**src/rtl/compuertas_logicas.sv**
```systemverilog
// Registered basic-logic-gate unit: NOT/AND/OR/XOR/XNOR/NAND plus one
// opcode-selected gate, all captured with one cycle of latency.
module compuertas_logicas #(
  parameter int WIDTH = 1
) (
  input  logic             clk,
  input  logic             rst,
  input  logic             in_valid,
  input  logic [WIDTH-1:0] A,
  input  logic [WIDTH-1:0] B,
  input  logic [2:0]       sel,
  output logic [WIDTH-1:0] Snot,
  output logic [WIDTH-1:0] Sand,
  output logic [WIDTH-1:0] Sor,
  output logic [WIDTH-1:0] Sxor,
  output logic [WIDTH-1:0] Sxnor,
  output logic [WIDTH-1:0] Snand,
  output logic [WIDTH-1:0] Ssel,
  output logic             out_valid
);

  logic [WIDTH-1:0] n_not;
  logic [WIDTH-1:0] n_and;
  logic [WIDTH-1:0] n_or;
  logic [WIDTH-1:0] n_xor;
  logic [WIDTH-1:0] n_sel;

  assign n_not = ~A;
  assign n_and = A & B;
  assign n_or  = A | B;
  assign n_xor = A ^ B;

  always_comb begin
    n_sel = '0;
    unique case (sel)
      3'd0: n_sel = n_not;
      3'd1: n_sel = n_and;
      3'd2: n_sel = n_or;
      3'd3: n_sel = n_xor;
      3'd4: n_sel = ~n_xor;
      3'd5: n_sel = ~n_and;
      3'd6: n_sel = ~n_or;
      3'd7: n_sel = '0;
    endcase
  end

  // Results hold while in_valid is low; only out_valid tracks every edge.
  always_ff @(posedge clk) begin
    if (rst) begin
      Snot      <= '0;
      Sand      <= '0;
      Sor       <= '0;
      Sxor      <= '0;
      Sxnor     <= '0;
      Snand     <= '0;
      Ssel      <= '0;
      out_valid <= 1'b0;
    end else begin
      out_valid <= in_valid;
      if (in_valid) begin
        Snot  <= n_not;
        Sand  <= n_and;
        Sor   <= n_or;
        Sxor  <= n_xor;
        Sxnor <= ~n_xor;
        Snand <= ~n_and;
        Ssel  <= n_sel;
      end
    end
  end

endmodule

```
**config.mk**
```make
export PLATFORM = sky130hd
export DESIGN_NAME = compuertas_logicas
export DESIGN_NICKNAME = d
export VERILOG_FILES = /design/src/rtl/compuertas_logicas.sv
export SDC_FILE = /design/constraint.sdc
export NUM_CORES = 1
export LEC_CHECK = 0
export CAP_MARGIN = 10
export CORE_AREA = 3 3 40 42
export CTS_CLUSTER_SIZE = 8
export DETAILED_ROUTE_END_ITERATION = 10
export DIE_AREA = 0 0 43 45
export MAX_ROUTING_LAYER = met4
export PLACE_DENSITY = 0.57
export RECOVER_POWER = 25
export SLEW_MARGIN = 20
export SYNTH_ARGS = -nofsm -noshare
export SYNTH_HDL_FRONTEND = slang
export SYNTH_SLANG_ARGS = --single-unit
export TNS_END_PERCENT = 100
```
**constraint.sdc**
```tcl
create_clock -name clk -period 1.2 [get_ports clk]
set_input_delay 0.24 -clock clk [delete_from_list [all_inputs] [get_ports clk]]
set_output_delay 0.24 -clock clk [all_outputs]
set_load 0.1 [all_outputs]
```
==> impl_metrics.json <==
{
  "status": "complete, no violations",
  "synth_edf_count": 0,
  "dpl_cell_area_um2": 677,
  "synth_area_leader_cell": "dfxtp_1",
  "ir_drop_v": 0.000564,
  "die_x_um": 43,
  "cp_data_arrival_time_ns": 1.28,
  "cap_violations": 0,
  "cts_tree": "built",
  "cp-start-kind": "primary input",
  "syn_area_per_cell_um2": 9.43,
  "ys_seq_area_share_pct": 43.5,
  "clock_latency_ns": 0.24,
  "synth_nets": 49,
  "die_height_um": 45,
  "final_layout_size_suffix_gt1_share_pct": 50.8,
  "ys_top_cells_by_count": "8 x dfxtp_1, 6 x nor2_1, 5 x a211oi_1",
  "finish.instance_area_um2": 714,
  "vias": 350,
  "min_path_cells": 3,
  "max_freq_mhz": 877,
  "leakagePower_uw": 0.000308,
  "overflow": 0,
  "final_core_util_pct": 55.6,
  "netlist_instances": 39,
  "critPathRequiredTime_ns": 1.33,
  "viasPerCell": 4.49,
  "crit_path_end_kind": "register",
  "ys_ff_latch": 8,
  "clock-sinks": 8,
  "yosysMostFrequentCell": "dfxtp_1",
  "portBuffers": 15,
  "yosys.area.top_type_share_pct": 43.5,
  "synth-main-ff-cell": "dfxtp_1",
  "cts_made_buffers": 3,
  "worst_pin_slew_ns": 0.209,
  "grt_util_all_layers_pct": 9.45,
  "grt_pass1_vias": 324,
  "cts_max_level": 1,
  "drt_iter0_drc": 6,
  "crit_fanout": 9,
  "drc_errors": 0,
  "root_buffer": "clkbuf_4",
  "grt_pass1_wl_mm": 1.27,
  "gp_congestion": 0.657,
  "wire_per_inst_um": 9.28,
  "n_antenna_cell": 0,
  "finalClockSkew_ns": 0,
  "initial_core_util_pct": 28.6,
  "critPathKind": "primary input to register",
  "dp_slack_ns": -0.525,
  "power_uw": 827,
  "postRouteAntennaNets": 0,
  "nets": 75,
  "rsz0062_at_grt": "false",
  "die-area_um2": 1940,
  "grt_max_degree": 10,
  "r2r_cells": 2,
  "cellPowerDensity_nw_per_um2": 1160,
  "timing_hold_violations_final": 0,
  "yosys.cell_types.count": 15,
  "relSlewSlack_pct": 85.7,
  "antenna_found_initial": 0,
  "wirelength_um": 724,
  "path_clk_slew_ns": 0.05,
  "hold_buffers": 0,
  "ios": 16,
  "holdCritPathClass": "primary input to register",
  "hpwlAfterDp_um": 618,
  "syn_area_um2": 368,
  "synthTopCellsByArea": "dfxtp_1 44%, a211oi_1 10%, mux2i_1 8.2%",
  "clock_path_buffers": 2,
  "fin_crit_sh_pct": 95.0,
  "setup_tns_ns": 0,
  "drtPass1Iterations": 3,
  "synthArstFlopShare_pct": 0,
  "nFillCells": 118,
  "area_delta_synth_final_pct": 94.2,
  "final_max_slew_viol_count": 0,
  "fin_crit_ns": 1.14,
  "finalSetupViolCount": 0,
  "yosys_warnings": 0,
  "core_um2": 1280,
  "floorplan.rows": 13,
  "finalWorstSetupSlack_ns": 0.0595
}
[registers in the layout (all words and copies together), names as in the netlist]
| signal | count |
|---|---|
| out_valid | 1 |
| Sand | 1 |
| Sxnor | 1 |
| Snand | 1 |
| Ssel | 1 |
| Snot | 1 |
| Sxor | 1 |
| Sor | 1 |
[power breakdown]
part / switching, uW / internal (uW)
Sequential: 18.4 / 288
Clock: 84.3 / 114
Combinational: 187 / 135
Total: 289 / 538
[through the flow]
stage | hold slack, ns | instances
after global routing | 0.441 | 78
after detailed placement | 0.489 | 75
after floorplan | 0.332 | 39
final | 0.413 | 78
after CTS | 0.448 | 78
after global placement | 0.487 | 75
[per-layer routing]
metal  vias up  global-route usage [%]  part of all wire, %
li1        186                       -                    -
met4         0                    9.04                  2.2
met1       150                    11.6                   47
met5         -                       -                    0
met3         2                    2.39                  6.4
met2        12                    12.3                   44
[final cells by class]
class	count	area (um^2)	share of cell area [%]
inverter	3	11.3	1.58
tap	15	18.8	2.63
clock buffer	3	22.5	3.15
timing repair buffer	23	285	39.9
sequential	8	169	23.6
multi-input combinational	26	208	29.1
[cell usage in the layout, fill, tap and decap left out]
master	instances
clkbuf_2	1
ha_2	1
a211oi_2	1
nor2_1	6
dlygate4sd2_1	2
nor3_1	1
o21ai_1	1
mux2i_1	3
a211oi_1	4
o32ai_1	1
nor3_2	1
dfxtp_1	1
nor2b_1	3
a21bo_2	1
inv_1	2
clkdlybuf4s15_1	1
buf_12	8
ha_4	1
clkdlybuf4s50_1	3
dfxtp_2	7
inv_2	1
dlygate4sd3_1	1
and2b_1	2
clkbuf_4	3
buf_4	7
[critical path: stages]
cell           delay (ns)
dlygate4sd3_1        0.56
clkbuf_2             0.21
mux2i_1              0.20
nor2_1               0.05
[timing repair]
item / in CTS / in global routing
endpoints found under the setup margin: 3 / 1
setup buffers: 0 / 0
pin swaps: 1 / 0
resized for setup: 7 / 2
[kinds of logic (layout without fill, tap and decap cells)]
group | after synthesis | count (layout) | synth area share [%]
compound gates | 8 | 8 | 16.7
fa+ha+maj | 2 | 2 | 6.80
buf+inv | 5 | 29 | 5.44
flops | 8 | 8 | 43.5
mux | 3 | 3 | 8.16
simple gates | 13 | 13 | 19.4
[worst paths after layout]
path | start | to | slack, ns
worst max-delay path | in_valid | Sand$_SDFFE_PP0P_ | 0.06
worst min register to register | Ssel$_SDFFE_PP0P_ | Ssel$_SDFFE_PP0P_ | 0.49
worst max register to register | Ssel$_SDFFE_PP0P_ | Ssel$_SDFFE_PP0P_ | 0.48
worst min-delay path | A | Snot$_SDFFE_PP0P_ | 0.41
Power figures use the tool's default switching activity.
